**src/rtl/nn_test_sequencer_pkg.sv**
```systemverilog
// Shared definitions for the accelerator test sequencer: memory-map widths,
// command opcodes and FSM state encoding.
package nn_test_sequencer_pkg;

  localparam int MM_DEPTH = 16;
  localparam int MM_WIDTH = 16;
  localparam int Q_DEPTH  = 16;

  localparam logic [15:0] CTRL_ADDR_DEFAULT = 16'hC000;

  typedef enum logic [1:0] {
    OP_WRITE = 2'd0,
    OP_START = 2'd1,
    OP_CHECK = 2'd2,
    OP_END   = 2'd3
  } op_t;

  typedef enum logic [2:0] {
    S_IDLE,
    S_WRITE,
    S_START,
    S_GUARD,
    S_POLL,
    S_READ,
    S_CAPTURE,
    S_REPORT
  } state_t;

endpackage

```
**src/rtl/nn_test_sequencer_if.sv**
```systemverilog
// Command, accelerator memory-port and result signals of the test sequencer.
interface nn_test_sequencer_if
  import nn_test_sequencer_pkg::*;
#(
  parameter int ADDR_W = MM_DEPTH,
  parameter int DATA_W = MM_WIDTH,
  parameter int Q_W    = Q_DEPTH,
  parameter int ACC_W  = 40
);
  logic              cmd_valid;
  logic              cmd_ready;
  op_t               cmd_op;
  logic [ADDR_W-1:0] cmd_addr;
  logic [DATA_W-1:0] cmd_data;

  logic              write_enable;
  logic [ADDR_W-1:0] write_addr;
  logic [DATA_W-1:0] write_data;
  logic              read_enable;
  logic [ADDR_W-1:0] read_addr;
  logic [Q_W-1:0]    read_data;
  logic              available;

  logic              res_valid;
  logic [ACC_W-1:0]  res_sq_err;
  logic [15:0]       res_checks;
  logic              res_timeout;
  logic              busy;

  modport master (
    input  cmd_valid, cmd_op, cmd_addr, cmd_data, read_data, available,
    output cmd_ready, write_enable, write_addr, write_data, read_enable, read_addr,
           res_valid, res_sq_err, res_checks, res_timeout, busy
  );

  modport slave (
    output cmd_valid, cmd_op, cmd_addr, cmd_data, read_data, available,
    input  cmd_ready, write_enable, write_addr, write_data, read_enable, read_addr,
           res_valid, res_sq_err, res_checks, res_timeout, busy
  );

endinterface

```
**src/rtl/nn_test_sequencer_sq_err_accumulator.sv**
```systemverilog
// Squared-error datapath: signed difference, square, and saturating
// accumulation into an ACC_W-bit register.
module sq_err_accumulator #(
  parameter int Q_W   = 16,
  parameter int ACC_W = 40
) (
  input  logic             clk,
  input  logic             reset,
  input  logic             i_en,
  input  logic             i_clr,
  input  logic [Q_W-1:0]   i_read_data,
  input  logic [Q_W-1:0]   i_expected,
  output logic [ACC_W-1:0] o_acc
);
  localparam int SQ_W  = 2 * (Q_W + 1);
  localparam int SUM_W = ((ACC_W > SQ_W) ? ACC_W : SQ_W) + 1;
  localparam logic [SUM_W-1:0] ACC_MAX = {{(SUM_W-ACC_W){1'b0}}, {ACC_W{1'b1}}};

  logic signed [Q_W:0]    w_diff;
  logic signed [SQ_W-1:0] w_sq;
  logic [SUM_W-1:0]       w_sum;
  logic [ACC_W-1:0]       r_acc;

  // One extra bit keeps full-scale differences (e.g. 0x7FFF - 0x8000) exact.
  assign w_diff = $signed({i_read_data[Q_W-1], i_read_data})
                - $signed({i_expected[Q_W-1], i_expected});
  assign w_sq   = SQ_W'(w_diff) * SQ_W'(w_diff);
  assign w_sum  = SUM_W'(r_acc) + SUM_W'(unsigned'(w_sq));
  assign o_acc  = r_acc;

  always_ff @(posedge clk or negedge reset) begin
    if (!reset) begin
      r_acc <= '0;
    end else if (i_clr) begin
      r_acc <= '0;
    end else if (i_en) begin
      r_acc <= (w_sum > ACC_MAX) ? '1 : w_sum[ACC_W-1:0];
    end
  end

endmodule

```
**src/rtl/nn_test_sequencer.sv**
```systemverilog
// Command-driven test sequencer: writes accelerator memory, starts and polls
// the accelerator, and accumulates squared error of read-back checks.
module nn_test_sequencer
  import nn_test_sequencer_pkg::*;
#(
  parameter int ADDR_W   = MM_DEPTH,
  parameter int DATA_W   = MM_WIDTH,
  parameter int Q_W      = Q_DEPTH,
  parameter int ACC_W    = 40,
  parameter logic [ADDR_W-1:0] CTRL_ADDR = ADDR_W'(CTRL_ADDR_DEFAULT),
  parameter int READ_LAT = 1,
  parameter int GUARD    = 4,
  parameter int TIMEOUT  = 65535
) (
  input logic              clk,
  input logic              reset,
  nn_test_sequencer_if.master bus
);
  state_t            r_state;
  state_t            w_next;
  logic [15:0]       r_cnt;
  logic              w_cmd_ready;
  logic              w_accept;
  logic              w_capture;
  logic              w_timeout_hit;
  logic [ADDR_W-1:0] r_write_addr;
  logic [DATA_W-1:0] r_write_data;
  logic [ADDR_W-1:0] r_read_addr;
  logic [Q_W-1:0]    r_expected;
  logic [15:0]       r_checks;
  logic              r_timeout;
  logic [ACC_W-1:0]  w_acc;
  logic [ACC_W-1:0]  r_res_sq_err;
  logic [15:0]       r_res_checks;
  logic              r_res_timeout;

  // Gating with reset keeps every output low while reset is held.
  assign w_cmd_ready = reset && (r_state == S_IDLE);
  assign w_accept    = bus.cmd_valid && w_cmd_ready;

  always_ff @(posedge clk or negedge reset) begin
    if (!reset) r_state <= S_IDLE;
    else        r_state <= w_next;
  end

  always_comb begin
    w_next        = r_state;
    w_capture     = 1'b0;
    w_timeout_hit = 1'b0;
    case (r_state)
      S_IDLE: begin
        if (w_accept) begin
          case (bus.cmd_op)
            OP_WRITE: w_next = S_WRITE;
            OP_START: w_next = S_START;
            OP_CHECK: w_next = S_READ;
            default:  w_next = S_REPORT;
          endcase
        end
      end
      S_WRITE:  w_next = S_IDLE;
      S_START:  w_next = (GUARD == 0) ? S_POLL : S_GUARD;
      S_GUARD:  if (r_cnt == 16'(GUARD - 1)) w_next = S_POLL;
      S_POLL: begin
        if (bus.available) begin
          w_next = S_IDLE;
        end else if (r_cnt == 16'(TIMEOUT - 1)) begin
          w_next        = S_IDLE;
          w_timeout_hit = 1'b1;
        end
      end
      S_READ:   w_next = S_CAPTURE;
      S_CAPTURE: begin
        if (r_cnt == 16'(READ_LAT - 1)) begin
          w_next    = S_IDLE;
          w_capture = 1'b1;
        end
      end
      S_REPORT: w_next = S_IDLE;
      default:  w_next = S_IDLE;
    endcase
  end

  always_ff @(posedge clk or negedge reset) begin
    if (!reset) begin
      r_cnt         <= '0;
      r_write_addr  <= '0;
      r_write_data  <= '0;
      r_read_addr   <= '0;
      r_expected    <= '0;
      r_checks      <= '0;
      r_timeout     <= 1'b0;
      r_res_sq_err  <= '0;
      r_res_checks  <= '0;
      r_res_timeout <= 1'b0;
    end else begin
      r_cnt <= (w_next != r_state) ? '0 : r_cnt + 16'd1;
      if (w_accept) begin
        case (bus.cmd_op)
          OP_WRITE: begin
            r_write_addr <= bus.cmd_addr;
            r_write_data <= bus.cmd_data;
          end
          OP_START: begin
            r_write_addr <= CTRL_ADDR;
            r_write_data <= DATA_W'(1);
          end
          OP_CHECK: begin
            r_read_addr <= bus.cmd_addr;
            r_expected  <= bus.cmd_data[Q_W-1:0];
          end
          default: begin
            r_res_sq_err  <= w_acc;
            r_res_checks  <= r_checks;
            r_res_timeout <= r_timeout;
          end
        endcase
      end
      if (r_state == S_REPORT) begin
        r_checks  <= '0;
        r_timeout <= 1'b0;
      end else begin
        if (w_capture && (r_checks != 16'hFFFF)) r_checks <= r_checks + 16'd1;
        if (w_timeout_hit) r_timeout <= 1'b1;
      end
    end
  end

  sq_err_accumulator #(
    .Q_W   (Q_W),
    .ACC_W (ACC_W)
  ) u_acc (
    .clk         (clk),
    .reset       (reset),
    .i_en        (w_capture),
    .i_clr       (r_state == S_REPORT),
    .i_read_data (bus.read_data),
    .i_expected  (r_expected),
    .o_acc       (w_acc)
  );

  assign bus.cmd_ready    = w_cmd_ready;
  assign bus.busy         = (r_state != S_IDLE);
  assign bus.write_enable = (r_state == S_WRITE) || (r_state == S_START);
  assign bus.write_addr   = r_write_addr;
  assign bus.write_data   = r_write_data;
  assign bus.read_enable  = (r_state == S_READ);
  assign bus.read_addr    = r_read_addr;
  assign bus.res_valid    = (r_state == S_REPORT);
  assign bus.res_sq_err   = r_res_sq_err;
  assign bus.res_checks   = r_res_checks;
  assign bus.res_timeout  = r_res_timeout;

endmodule

```
**src/flat_wrapper.sv**
```systemverilog
// flat-port wrapper written by rule: the top's interface ports become plain ports
module nn_test_sequencer_flat import nn_test_sequencer_pkg::*;
#(
  parameter int ADDR_W   = MM_DEPTH,
  parameter int DATA_W   = MM_WIDTH,
  parameter int Q_W      = Q_DEPTH,
  parameter int ACC_W    = 40,
  parameter logic [ADDR_W-1:0] CTRL_ADDR = ADDR_W'(CTRL_ADDR_DEFAULT),
  parameter int READ_LAT = 1,
  parameter int GUARD    = 4,
  parameter int TIMEOUT  = 65535
)
  (clk, reset, bus_cmd_valid, bus_cmd_op, bus_cmd_addr, bus_cmd_data, bus_read_data, bus_available, bus_cmd_ready, bus_write_enable, bus_write_addr, bus_write_data, bus_read_enable, bus_read_addr, bus_res_valid, bus_res_sq_err, bus_res_checks, bus_res_timeout, bus_busy);
  nn_test_sequencer_if #(.ADDR_W(ADDR_W), .DATA_W(DATA_W), .Q_W(Q_W), .ACC_W(ACC_W)) bus_i ();
  input logic clk;
  input logic reset;
  input wire logic [$bits(bus_i.cmd_valid)-1:0] bus_cmd_valid;
  input wire logic [$bits(bus_i.cmd_op)-1:0] bus_cmd_op;
  input wire logic [$bits(bus_i.cmd_addr)-1:0] bus_cmd_addr;
  input wire logic [$bits(bus_i.cmd_data)-1:0] bus_cmd_data;
  input wire logic [$bits(bus_i.read_data)-1:0] bus_read_data;
  input wire logic [$bits(bus_i.available)-1:0] bus_available;
  output wire logic [$bits(bus_i.cmd_ready)-1:0] bus_cmd_ready;
  output wire logic [$bits(bus_i.write_enable)-1:0] bus_write_enable;
  output wire logic [$bits(bus_i.write_addr)-1:0] bus_write_addr;
  output wire logic [$bits(bus_i.write_data)-1:0] bus_write_data;
  output wire logic [$bits(bus_i.read_enable)-1:0] bus_read_enable;
  output wire logic [$bits(bus_i.read_addr)-1:0] bus_read_addr;
  output wire logic [$bits(bus_i.res_valid)-1:0] bus_res_valid;
  output wire logic [$bits(bus_i.res_sq_err)-1:0] bus_res_sq_err;
  output wire logic [$bits(bus_i.res_checks)-1:0] bus_res_checks;
  output wire logic [$bits(bus_i.res_timeout)-1:0] bus_res_timeout;
  output wire logic [$bits(bus_i.busy)-1:0] bus_busy;
  assign bus_i.cmd_valid = bus_cmd_valid;
  assign bus_i.cmd_op = bus_cmd_op;
  assign bus_i.cmd_addr = bus_cmd_addr;
  assign bus_i.cmd_data = bus_cmd_data;
  assign bus_i.read_data = bus_read_data;
  assign bus_i.available = bus_available;
  assign bus_cmd_ready = bus_i.cmd_ready;
  assign bus_write_enable = bus_i.write_enable;
  assign bus_write_addr = bus_i.write_addr;
  assign bus_write_data = bus_i.write_data;
  assign bus_read_enable = bus_i.read_enable;
  assign bus_read_addr = bus_i.read_addr;
  assign bus_res_valid = bus_i.res_valid;
  assign bus_res_sq_err = bus_i.res_sq_err;
  assign bus_res_checks = bus_i.res_checks;
  assign bus_res_timeout = bus_i.res_timeout;
  assign bus_busy = bus_i.busy;
  nn_test_sequencer #(.ADDR_W(ADDR_W), .DATA_W(DATA_W), .Q_W(Q_W), .ACC_W(ACC_W), .CTRL_ADDR(CTRL_ADDR), .READ_LAT(READ_LAT), .GUARD(GUARD), .TIMEOUT(TIMEOUT)) u_core (.clk(clk), .reset(reset), .bus(bus_i));
endmodule
```
**config.mk**
```make
export PLATFORM = sky130hd
export DESIGN_NAME = nn_test_sequencer_flat
export DESIGN_NICKNAME = d
export VERILOG_FILES = /design/src/rtl/nn_test_sequencer_pkg.sv /design/src/rtl/nn_test_sequencer_if.sv /design/src/rtl/nn_test_sequencer_sq_err_accumulator.sv /design/src/rtl/nn_test_sequencer.sv /design/src/flat_wrapper.sv
export SDC_FILE = /design/constraint.sdc
export NUM_CORES = 1
export LEC_CHECK = 0
export CORE_ASPECT_RATIO = 1.2
export CORE_MARGIN = 1.5
export CORE_UTILIZATION = 35
export CTS_BUF_LIST = sky130_fd_sc_hd__clkbuf_2
export CTS_CLUSTER_SIZE = 28
export DETAILED_ROUTE_END_ITERATION = 16
export GPL_TIMING_DRIVEN = 0
export PLACE_DENSITY = 0.51
export SLEW_MARGIN = 40
export SYNTH_ARGS = -nofsm -noshare
export SYNTH_HDL_FRONTEND = slang
export SYNTH_SLANG_ARGS = --single-unit
```
**constraint.sdc**
```tcl
create_clock -name clk -period 8.63 [get_ports clk]
set_clock_uncertainty 0.05 [all_clocks]
set_input_delay 2.589 -clock clk [delete_from_list [all_inputs] [get_ports clk]]
set_output_delay 2.589 -clock clk [all_outputs]
set_load 0.02 [all_outputs]
```
==> out/metrics.yaml <==
status:
  status: "finished, violations left"
  violations: "negative setup slack"
timing:
  tightest_slew_ps: 898.5
  slew_viol_final: 0
  rsz0062_at_grt: "yes"
  fin_crit_sh: 1.285
  fmax_mhz: 90.17
  fin_ws_ps: -2460
  max_slew_margin: 0.4010
  period_minus_slack_ps: 11090
  finalSetupViolCount: 40
  final_hold_viol_count: 0
worst_setup_path:
  cp_num_buf_inv: 10
  crit_cells: 45
  r2r_cells: 43
  crit_type: "input port to flop"
  r2r-end: "u_core.u_acc.o_acc[36]$_DFFE_PN0P_"
  critPathMaxFanout: 5
  crit_path_top_delay_cell: "fa_2"
  worstPathArrival_ps: 11770
  cp_common_cell: "fa_1"
  r2r_slack_ps: -1100
  cpPeakStageDelay_ps: 620
  path_delay_family: "adder cells"
  end_kind: "flop"
  timing.rr.start: "u_core.r_expected[0]$_DFFE_PN0P_"
  worstSetupEndpoint: "u_core.u_acc.o_acc[36]$_DFFE_PN0P_"
  crit_start: "bus_read_data[0]"
  critical_path_required_ps: 9310
  startpoint_type: "input port"
synth:
  async_flop_share: 1.000
  syn_area_um2: 20590
  synthTopCellsByArea: "fa_1, dfrtp_1, ha_1, inv_1, mux2_2"
  postSynthAreaPerCell_um2: 9.341
  ys_top_cells_by_count: "inv_1, fa_1, nand2_1"
  ys.flop_type: "dfrtp_1"
  synth_fp_nets: 2670
  seq_area_frac_synth: 0.2395
  ys_ff_latch: 197
  synth_top_area_frac: 0.2645
  yosys.area.top_type: "fa_1"
  yosysWarningCount: 0
  synth.most_common_cell: "inv_1"
  netlist_instances: 2204
  yosysUniqueCellTypes: 72
  synth_edf_count: 0
place:
  placed_cells: 3110
  gp_congestion: 0.8760
  dpl.hpwl_mm: 47.38
  portBuffers: 162
job:
  cap_violations: 0
grt:
  grt_antenna_before_repair: 2
  grt_pass1_vias: 17439
  grt_usage: 0.2077
  grt_start_max_net_pins: 71
  grt_pass1_wl_mm: 96.94
  globalRouteOverflowTotal: 0
drt:
  via_per_inst: 4.926
  detail_route.iter0.violations: 633
  post-route-drc-count: 0
  routed_wl_mm: 59.43
  wire_per_inst_um: 18.45
  ant_nets: 0
  dr.pass1.iters: 5
  vias: 15866
floorplanning:
  core_area_um2: 58260
  die_h_um: 268.7
  initial_core_util: 0.3534
  ios: 164
  die_w_um: 224.4
  fp-row-count: 97
  die_area_um2: 60290
finish:
  final_nets: 2930
  drive_gt1_frac: 0.1720
  final_cells: 3221
  areaGrowthSynthToFinish_pct: 24.74
clock_network:
  clock_latency_ps: 840
  htree_num_levels: 4
  cts_buffers: 17
  clkTransAtPathRegs_ps: 290
  cts.sinks: 197
  cts_tree: "yes"
  clk_path_buf_depth: 2
  hold_buffers: 0
  root_buffer: "clkbuf_2"
worst_hold_path:
  worstHoldStart: "u_core.bus.write_addr[0]$_DFFE_PN0P_"
  holdCritPathClass: "flop to flop"
how the worst min path moves through the flow:
| stage | end | slack [ps] | cells after the start |
|---|---|---|---|
| 2_1_floorplan | u_core.r_timeout$_DFFE_PN0P_ | 420 | 2 |
| 4_1_cts | u_core.bus.write_addr[0]$_DFFE_PN0P_ | 480 | 2 |
| 3_5_place_dp | u_core.bus.write_data[5]$_DFFE_PN0P_ | 420 | 2 |
| 6_report | u_core.bus.write_addr[0]$_DFFE_PN0P_ | 470 | 2 |
| 3_3_place_gp | u_core.bus.write_addr[0]$_DFFE_PN0P_ | 420 | 2 |
| 5_1_grt | u_core.bus.write_data[5]$_DFFE_PN0P_ | 500 | 2 |
worst min-delay path, delay by kind of cell, from the launching register on:
| kind | cells | cell delay (ps) |
|---|---|---|
| DFF | 1 | 410 |
| and+or+nand+nor | 1 | 50 |
| AOI/OAI and AO/OA | 1 | 60 |
per-stage QoR:
| stage | util | setup TNS [ps] | cell area, µm² | worst slack [ps] | hold WS [ps] |
|---|---|---|---|---|---|
| floorplan | - | -87580 | 21030 | -2225 | 416.9 |
| global placement | 0.4048 | -1540410 | 23580 | -5045 | 415.3 |
| detailed placement | 0.4062 | -181690 | 23660 | -4693 | 419.1 |
| CTS | 0.4320 | -90310 | 25170 | -2344 | 476.2 |
| global route | 0.4408 | -104000 | 25680 | -2695 | 505.0 |
| finish | 0.4408 | -94210 | 25680 | -2460 | 472.5 |
layout by cell type, fill, tap and decap left out, drive strengths merged, types with 6 or more instances in the layout:
cell | synthesis | routed
o21a | 9 | 9
dlygate4sd2 | 0 | 7
clkbuf | 68 | 80
clkinv | 1 | 9
ha | 140 | 140
or2 | 7 | 7
xnor2 | 59 | 59
and3 | 18 | 18
mux2 | 74 | 74
nand2 | 219 | 219
or3 | 7 | 7
a31oi | 21 | 21
buf | 11 | 97
dfrtp | 197 | 197
nor3 | 25 | 25
and4 | 6 | 6
nor2b | 12 | 12
xor2 | 49 | 49
o21bai | 8 | 8
nor2 | 192 | 192
and2 | 8 | 8
a21oi | 96 | 96
a211oi | 10 | 10
o31ai | 6 | 6
clkdlybuf4s50 | 0 | 152
nand4 | 12 | 12
a211o | 6 | 6
nand3 | 54 | 54
a21o | 46 | 46
fa | 272 | 272
inv | 376 | 381
nand2b | 40 | 40
o21ai | 99 | 99
cell families after synthesis:
family | Yosys count | synth area share
fa+ha+maj | 412 | 0.3496
compound gates | 339 | 0.1045
simple gates | 613 | 0.1335
buf+inv | 456 | 0.08344
mux | 79 | 0.04291
flops | 197 | 0.2395
xor+xnor | 108 | 0.04668
per-layer routing:
| metal | vias up | share of wire | GRT usage |
|---|---|---|---|
| li1 | 7558 | - | - |
| met1 | 7996 | 0.41 | 0.2538 |
| met2 | 251 | 0.53 | 0.3792 |
| met3 | 61 | 0.035 | 0.02713 |
| met4 | 0 | 0.023 | 0.06349 |
| met5 | - | 0 | 0 |
state kept, by name, summed over array words and instances (netlist names):
name	flops
u_core.r_expected	16
u_core.r_state	3
u_core.bus.res_timeout	1
u_core.r_cnt	16
u_core.u_acc.o_acc	40
u_core.bus.write_addr	16
u_core.r_timeout	1
u_core.bus.res_sq_err	40
u_core.bus.read_addr	16
u_core.bus.write_data	16
u_core.r_checks	16
u_core.bus.res_checks	16
timing repair:
item | in CTS | in global routing
pin swaps | 90 | 67
buffers inserted | 54 | 25
gates resized for setup | 181 | 74
setup endpoints to repair | 40 | 40
cloned | 1 | 0
cell type report:
class / instances / area (µm²)
fillers: 5608 / 32580
multi-input cells: 1551 / 15170
flip-flops and latches: 197 / 4930
repair buffers: 243 / 2434
inverters: 377 / 1460
well taps: 742 / 928.4
plain buffers: 77 / 521.8
clock inverters: 15 / 146.4
clock buffers: 17 / 85.08
diodes: 2 / 5.005
Power is left out: the tool's default activity adds up to more than one toggle a clock period on the data nets, which glitch-free logic cannot reach.
